$ cat config.mk
export PLATFORM = sky130hd
export DESIGN_NAME = serial_subtractor
export DESIGN_NICKNAME = d
export VERILOG_FILES = /design/src/rtl/serial_arith_pkg.sv /design/src/rtl/full_adder.sv /design/src/rtl/serial_subtractor.sv
export SDC_FILE = /design/constraint.sdc
export NUM_CORES = 1
export LEC_CHECK = 0
export ABC_CLOCK_PERIOD_IN_PS = 3090
export CORE_ASPECT_RATIO = 1.4
export CORE_MARGIN = 3
export CORE_UTILIZATION = 50
export DETAILED_ROUTE_END_ITERATION = 10
export PLACE_DENSITY = 0.77
export SYNTH_ARGS = -nofsm -noshare
export SYNTH_HDL_FRONTEND = slang
export SYNTH_SLANG_ARGS = --single-unit
$ cat constraint.sdc
create_clock -name clk -period 3.09 [get_ports clk]
set_input_delay 0.618 -clock clk [delete_from_list [all_inputs] [get_ports clk]]
set_output_delay 0.618 -clock clk [all_outputs]
set_load 0.01 [all_outputs]
$ cat src/rtl/serial_arith_pkg.sv
// Shared types and helpers for the bit-serial arithmetic blocks.
package serial_arith_pkg;

    typedef enum logic [1:0] {
        IDLE = 2'd0,
        RUN  = 2'd1,
        DONE = 2'd2
    } state_e;

    // Bit counter width for a WIDTH-bit serial operation.
    function automatic int CNT_W(input int width);
        return $clog2(width);
    endfunction

endpackage

$ cat src/rtl/full_adder.sv
// Single-bit full adder cell shared by the serial arithmetic blocks.
module full_adder (
    input  logic a,
    input  logic b,
    input  logic carry_in,
    output logic sum,
    output logic carry_out
);

    assign sum       = a ^ b ^ carry_in;
    assign carry_out = (a & b) | (a & carry_in) | (b & carry_in);

endmodule

$ cat src/rtl/serial_subtractor.sv
// Bit-serial two's-complement subtractor: diff = a - b, LSB first,
// computed as a + ~b + 1 through one full-adder cell and a carry flop.
module serial_subtractor
    import serial_arith_pkg::*;
#(
    parameter int WIDTH = 8
) (
    input  logic             clk,
    input  logic             rst,
    input  logic             in_valid,
    output logic             in_ready,
    input  logic [WIDTH-1:0] a,
    input  logic [WIDTH-1:0] b,
    output logic             out_valid,
    input  logic             out_ready,
    output logic [WIDTH-1:0] diff,
    output logic             borrow_out,
    output logic             overflow
);

    localparam int CW = CNT_W(WIDTH);
    localparam logic [CW-1:0] LAST_BIT = CW'(WIDTH - 1);

    state_e           state_q, state_d;
    logic [WIDTH-1:0] a_q, a_d;
    logic [WIDTH-1:0] b_q, b_d;
    logic [WIDTH-1:0] res_q, res_d;
    logic [WIDTH-1:0] diff_q, diff_d;
    logic [CW-1:0]    cnt_q, cnt_d;
    logic             carry_q, carry_d;
    logic             a_msb_q, a_msb_d;
    logic             b_msb_q, b_msb_d;
    logic             borrow_q, borrow_d;
    logic             ovf_q, ovf_d;
    logic             fa_sum, fa_cout;

    full_adder u_fa (
        .a        (a_q[0]),
        .b        (b_q[0]),
        .carry_in (carry_q),
        .sum      (fa_sum),
        .carry_out(fa_cout)
    );

    // in_ready is gated by rst so the source never sees a handshake during reset.
    assign in_ready   = (state_q == IDLE) && !rst;
    assign out_valid  = (state_q == DONE);
    assign diff       = diff_q;
    assign borrow_out = borrow_q;
    assign overflow   = ovf_q;

    // Next-state and datapath: load in IDLE, one bit per cycle in RUN, hold in DONE.
    always_comb begin
        state_d  = state_q;
        a_d      = a_q;
        b_d      = b_q;
        res_d    = res_q;
        diff_d   = diff_q;
        cnt_d    = cnt_q;
        carry_d  = carry_q;
        a_msb_d  = a_msb_q;
        b_msb_d  = b_msb_q;
        borrow_d = borrow_q;
        ovf_d    = ovf_q;
        case (state_q)
            IDLE: begin
                if (in_valid) begin
                    a_d     = a;
                    b_d     = ~b;
                    carry_d = 1'b1;
                    cnt_d   = '0;
                    a_msb_d = a[WIDTH-1];
                    b_msb_d = b[WIDTH-1];
                    state_d = RUN;
                end
            end
            RUN: begin
                res_d   = {fa_sum, res_q[WIDTH-1:1]};
                carry_d = fa_cout;
                a_d     = {1'b0, a_q[WIDTH-1:1]};
                b_d     = {1'b0, b_q[WIDTH-1:1]};
                cnt_d   = cnt_q + CW'(1);
                if (cnt_q == LAST_BIT) begin
                    // Publish the result only once complete; diff holds it until the next DONE.
                    diff_d   = {fa_sum, res_q[WIDTH-1:1]};
                    borrow_d = ~fa_cout;
                    ovf_d    = (a_msb_q != b_msb_q) && (fa_sum != a_msb_q);
                    state_d  = DONE;
                end
            end
            DONE: begin
                if (out_ready) begin
                    state_d = IDLE;
                end
            end
            default: state_d = IDLE;
        endcase
    end

    // State and datapath registers; reset aborts any operation in flight.
    always_ff @(posedge clk) begin
        if (rst) begin
            state_q  <= IDLE;
            a_q      <= '0;
            b_q      <= '0;
            res_q    <= '0;
            diff_q   <= '0;
            cnt_q    <= '0;
            carry_q  <= 1'b1;
            a_msb_q  <= 1'b0;
            b_msb_q  <= 1'b0;
            borrow_q <= 1'b0;
            ovf_q    <= 1'b0;
        end else begin
            state_q  <= state_d;
            a_q      <= a_d;
            b_q      <= b_d;
            res_q    <= res_d;
            diff_q   <= diff_d;
            cnt_q    <= cnt_d;
            carry_q  <= carry_d;
            a_msb_q  <= a_msb_d;
            b_msb_q  <= b_msb_d;
            borrow_q <= borrow_d;
            ovf_q    <= ovf_d;
        end
    end

endmodule
---- Word level (Yosys, flattened, before mapping) ----
Index checks and enable logic that the tools add are counted.
word-level totals
  register bits after elaboration ......... 42
  bits of input ports ..................... 20
  output and inout bits ................... 12
  logic and storage cells ................. 50
cells by class
  $add $sub $neg .......................... 1
  equal/unequal tests ..................... 8
  multiplexer cells ....................... 12
  bitwise operators ....................... 9
  reductions and logical operators ........ 9
operators with widths
  cell                                                                   count
  8-bit one-hot mux with 2 select lines                                  2
  8-bit 2-to-1 mux                                                       2
  8-bit NOT                                                              1
  2-bit 2-to-1 mux                                                       3
  2-bit one-hot mux with 3 select lines                                  1
  3-bit one-hot mux with 2 select lines                                  1
  2-bit AND reduction                                                    3
  2-bit != test, second input constant                                   2
  3-bit by 1-bit adder with 3-bit output, second input constant          1
  1-bit bitwise AND                                                      3
  3-bit equality test, second input constant                             1
  3-bit 2-to-1 mux                                                       1
  3-bit AND reduction                                                    1
  2-bit by 1-bit equality test with 1-bit output, second input constant  1
  2-bit equality test, second input constant                             1
  1-bit logical AND                                                      2
  2-bit logical NOT                                                      1
  1-bit != test                                                          2
  2-bit by 1-bit != test with 1-bit output, second input constant        1
  1-bit bitwise OR                                                       2
  1-bit one-hot mux with 2 select lines                                  1
  2-bit nonzero test                                                     1
  1-bit XOR                                                              2
  1-bit logical NOT                                                      1
  other kinds (2)                                                        2

---- Logic depth before layout (Yosys ltp) ----
  word-level depth ........................ 4
  depth in mapped cells ................... 6
  depth with buffers taken out ............ 5

---- Hierarchy ----
From an unflattened synthesis, not the netlist that was laid out.
second synthesis, totals
  cells, all modules ...................... 197
  area, all modules ....................... 1788.0 um^2
by module, submodules not included
  module             times used  cells each  area each (um^2)  sequential area each (um^2)
  serial_subtractor  1           196         1767.9            820.8
  full_adder         1           1           20.0              0.0

---- Worst setup path before layout ----
No wires, ideal clock.
  kind .................................... input -> output
  start point ............................. input port rst
  end point ............................... output port in_ready
  data arrival time ....................... 1.206 ns
  data required time ...................... 2.472 ns
  slack ................................... 1.266 ns
  cell stages on the path ................. 3
  path buffers ............................ 2
  path through ............................ clkbuf_1 clkbuf_1 nor3_1
between the ends
  word-level cells in the longest chain between the ends .. 2
RTL lines
  element             line                     RTL
  start: declaration  serial_subtractor.sv:9   input logic rst,
  1-bit logical NOT   serial_subtractor.sv:46  assign in_ready = (state_q == IDLE) && !rst;
  1-bit logical AND   serial_subtractor.sv:46
  end: declaration    serial_subtractor.sv:11  output logic in_ready,
No other way between the ends.

---- Worst setup path in the final report ----
Ends and elaborated chain as after synthesis.

==> qor.csv <==
stage;metric;value;unit
detailed_routing;Antenna Nets Post-Route;0;
placed_design;GP Congestion;0.729;
cts;Clock transition at path regs;80;ps
timing;post-route setup TNS;0;ps
detailed_routing;Pre-antenna DRT Iters;4;
timing;Slew HR;0.488;
final_layout;nets;248;
global_routing;largest net degree at the start of global routing;42;
timing;Worst Clk Skew;5.39;ps
power_and_ir_drop;Leak;0.780;nW
min_path;worst hold path type;register to register;
critical_path;Startpoint Class;input pin;
cts;cts bufs inserted;5;
placed_design;Port Buffers;31;
placed_design;placed cell count;257;
cts;clock sink count;41;
power_and_ir_drop;Net Sw Frac;0.216;
die;Core Footprint;3150;sq um
power_and_ir_drop;switching power total;0.256;mW
die;Die ar.;4090;sq um
power_and_ir_drop;internal power;0.930;mW
detailed_routing;Routed wire per std cell;13.2;um
power_and_ir_drop;combinational power share;0.097;
final_layout;n_diodes;0;
cts;Max Root-Sink Buffers;2;
die;Die Y;74.5;um
power_and_ir_drop;VDD IR max;475;uV
final_layout;area grow syn2layout;26.9;%
global_routing;initial antenna violation count;0;
placed_design;Place WS;603;ps
placed_design;Post-DP HPWL;2370;um
global_routing;vias in the first global route;1388;
die;row count;24;
critical_path;worst-path maximum fanout;2;
timing;final worst path period share;0.809;
power_and_ir_drop;sequential share of power;0.478;
die;Die Wd;54.9;um
critical_path;Worst setup EP type;output port;
synth;Syn Inst Count;198;
global_routing;first-pass GRT wire length;5940;um
die;initial core utilization;0.532;
final_layout;fillcell total;276;
synth;Synth warnings;0;
final_layout;commonest non-fill, non-tap cell in the layout;dfxtp_1;
cts;CTS tree;built;
detailed_routing;final WL;3490;um
final_layout;most frequent cells in the layout;dfxtp_1, nand2_1, clkdlybuf4s50_1;
cts;hold-fix buffers at CTS;0;
timing;RSZ-0062 raised after global routing;no;
cts;post-CTS setup buffers;0;
synth;Synth cell types;27;
cts;post-cts resize count;0;
power_and_ir_drop;Cell Pwr Density;557;nW/um^2
critical_path;Worst Path Required;2470;ps
synth;average cell area after synthesis;8.47;sq um
timing;max-slew violation count;0;
timing;Final Setup Violations;0;
final_layout;layout cells sized above 1;0.0619;
global_routing;total global-route track usage;0.199;
detailed_routing;detailed-route via count;1421;
detailed_routing;DR vias/cell;5.36;
synth;Netlist Area Pre-Place;1680;sq um
cts;Root Driver;clkbuf_8;
cts;latest clock arrival within the worst-skew pair;290;ps
power_and_ir_drop;Power, Total;1.19;mW
status;outcome;complete, no violations;
critical_path;reg2reg path depth;3;
detailed_routing;DRT iter0 DRCs;20;
timing;Final Hold Fails;0;
detailed_routing;DRC Markers;0;
power_and_ir_drop;clock share of power;0.425;
timing;min cycle time layout;2500;ps
cts;H-tree depth;2;
timing;Worst Max-Slew Pin Slew;766;ps
critical_path;Crit Path Category;input pin to output port;
global_routing;remaining global-route overflow;0;
critical_path;Worst EP arrival;1880;ps
synth;Seq/Total Area, Yosys;0.490;
flow_run;max_cap viols;0;
synth;FF+latch count, synth;41;
min_path;hold path depth;2;
timing;final setup margin;591;ps
timing;Max Fclk;400;MHz
synth;net count after synthesis;221;
die;Ports;32;
final_layout;fin cells;265;
==> kinds of logic (layout without fill, tap and decap cells) <==
logic type	count (synthesis)	count (layout)	synth area share
and+or+nand+nor	78	78	0.211
buffers and inverters	17	45	0.0448
muxes	8	8	0.0478
DFF	41	41	0.490
AOI/OAI and AO/OA	51	51	0.180
adders and majority gates	3	3	0.0269
==> layer usage <==
metal | vias up | share of wire | global-route usage
met1 | 659 | 0.41 | 0.210
met3 | 10 | 0.046 | 0.0561
met4 | 0 | 0.022 | 0.0811
li1 | 721 | - | -
met5 | - | 0 | 0
met2 | 31 | 0.52 | 0.359
==> worst max-delay path, cell delays in order <==
cell	delay, ps
clkdlybuf4s50_1	440
nor3_1	230
clkdlybuf4s50_1	590
==> registers in the layout, summed over array words and instances (netlist names) <==
signal and flops:
a_q 8, b_q 8, diff 8, res_q 7
cnt_q 3, state_q 2, a_msb_q 1, b_msb_q 1
borrow_out 1, carry_q 1, overflow 1
==> worst paths after layout <==
kind | startpoint | endpoint | slack, ps
max | rst | in_ready | 590
min | b_q[1] | b_q[1] | 450
max reg2reg | state_q[0] | carry_q | 1190
min reg2reg | b_q[1] | b_q[1] | 450
==> power groups by stage <==
stage          clock network (mW)  logic [mW]  registers, mW
6_report                    0.504       0.115          0.567
5_1_grt                     0.540       0.128          0.570
4_1_cts                     0.511       0.116          0.567
3_5_place_dp                    0       0.115          0.579
3_3_place_gp                    0       0.110          0.577
2_1_floorplan                   0      0.0761          0.573
==> synthesized netlist by cell type, drive strengths merged <==
library cell | instances | area share
fa | 1 | 0.012
clkbuf | 6 | 0.014
dfxtp | 41 | 0.49
ha | 2 | 0.015
or3b | 1 | 0.0052
inv | 3 | 0.0067
and3b | 1 | 0.0052
nor2 | 22 | 0.049
or2 | 1 | 0.0037
mux2i | 8 | 0.048
nand2b | 3 | 0.011
o21bai | 1 | 0.0045
nand2 | 36 | 0.081
o21ba | 1 | 0.0060
a311oi | 1 | 0.0052
and2 | 7 | 0.026
nor2b | 2 | 0.0075
nor3 | 1 | 0.0030
a22oi | 3 | 0.013
nor3b | 1 | 0.0045
nand3b | 2 | 0.0090
a21oi | 25 | 0.075
a211oi | 11 | 0.049
buf | 8 | 0.024
or4b | 1 | 0.0060
o21ai | 9 | 0.027
==> area by class of cell <==
| type | instances | area (sq um) | area share |
|---|---|---|---|
| Clock inverter | 3 | 65.1 | 0.0306 |
| Timing Repair Buffer | 34 | 333 | 0.156 |
| Inverter | 3 | 11.3 | 0.00529 |
| Multi-Input combinational cell | 140 | 781 | 0.367 |
| Sequential cell | 41 | 821 | 0.386 |
| Tap cell | 39 | 48.8 | 0.0229 |
| Clock buffer | 5 | 68.8 | 0.0323 |
==> stage by stage <==
stage          utilization  hold WS [ps]  cell area [sq um]
2_1_floorplan            -           427               1680
3_3_place_gp         0.633           434               1990
3_5_place_dp         0.633           440               1990
4_1_cts              0.675           451               2130
5_1_grt              0.675           470               2130
6_report             0.675           450               2130
Power figures use the tool's default switching activity.
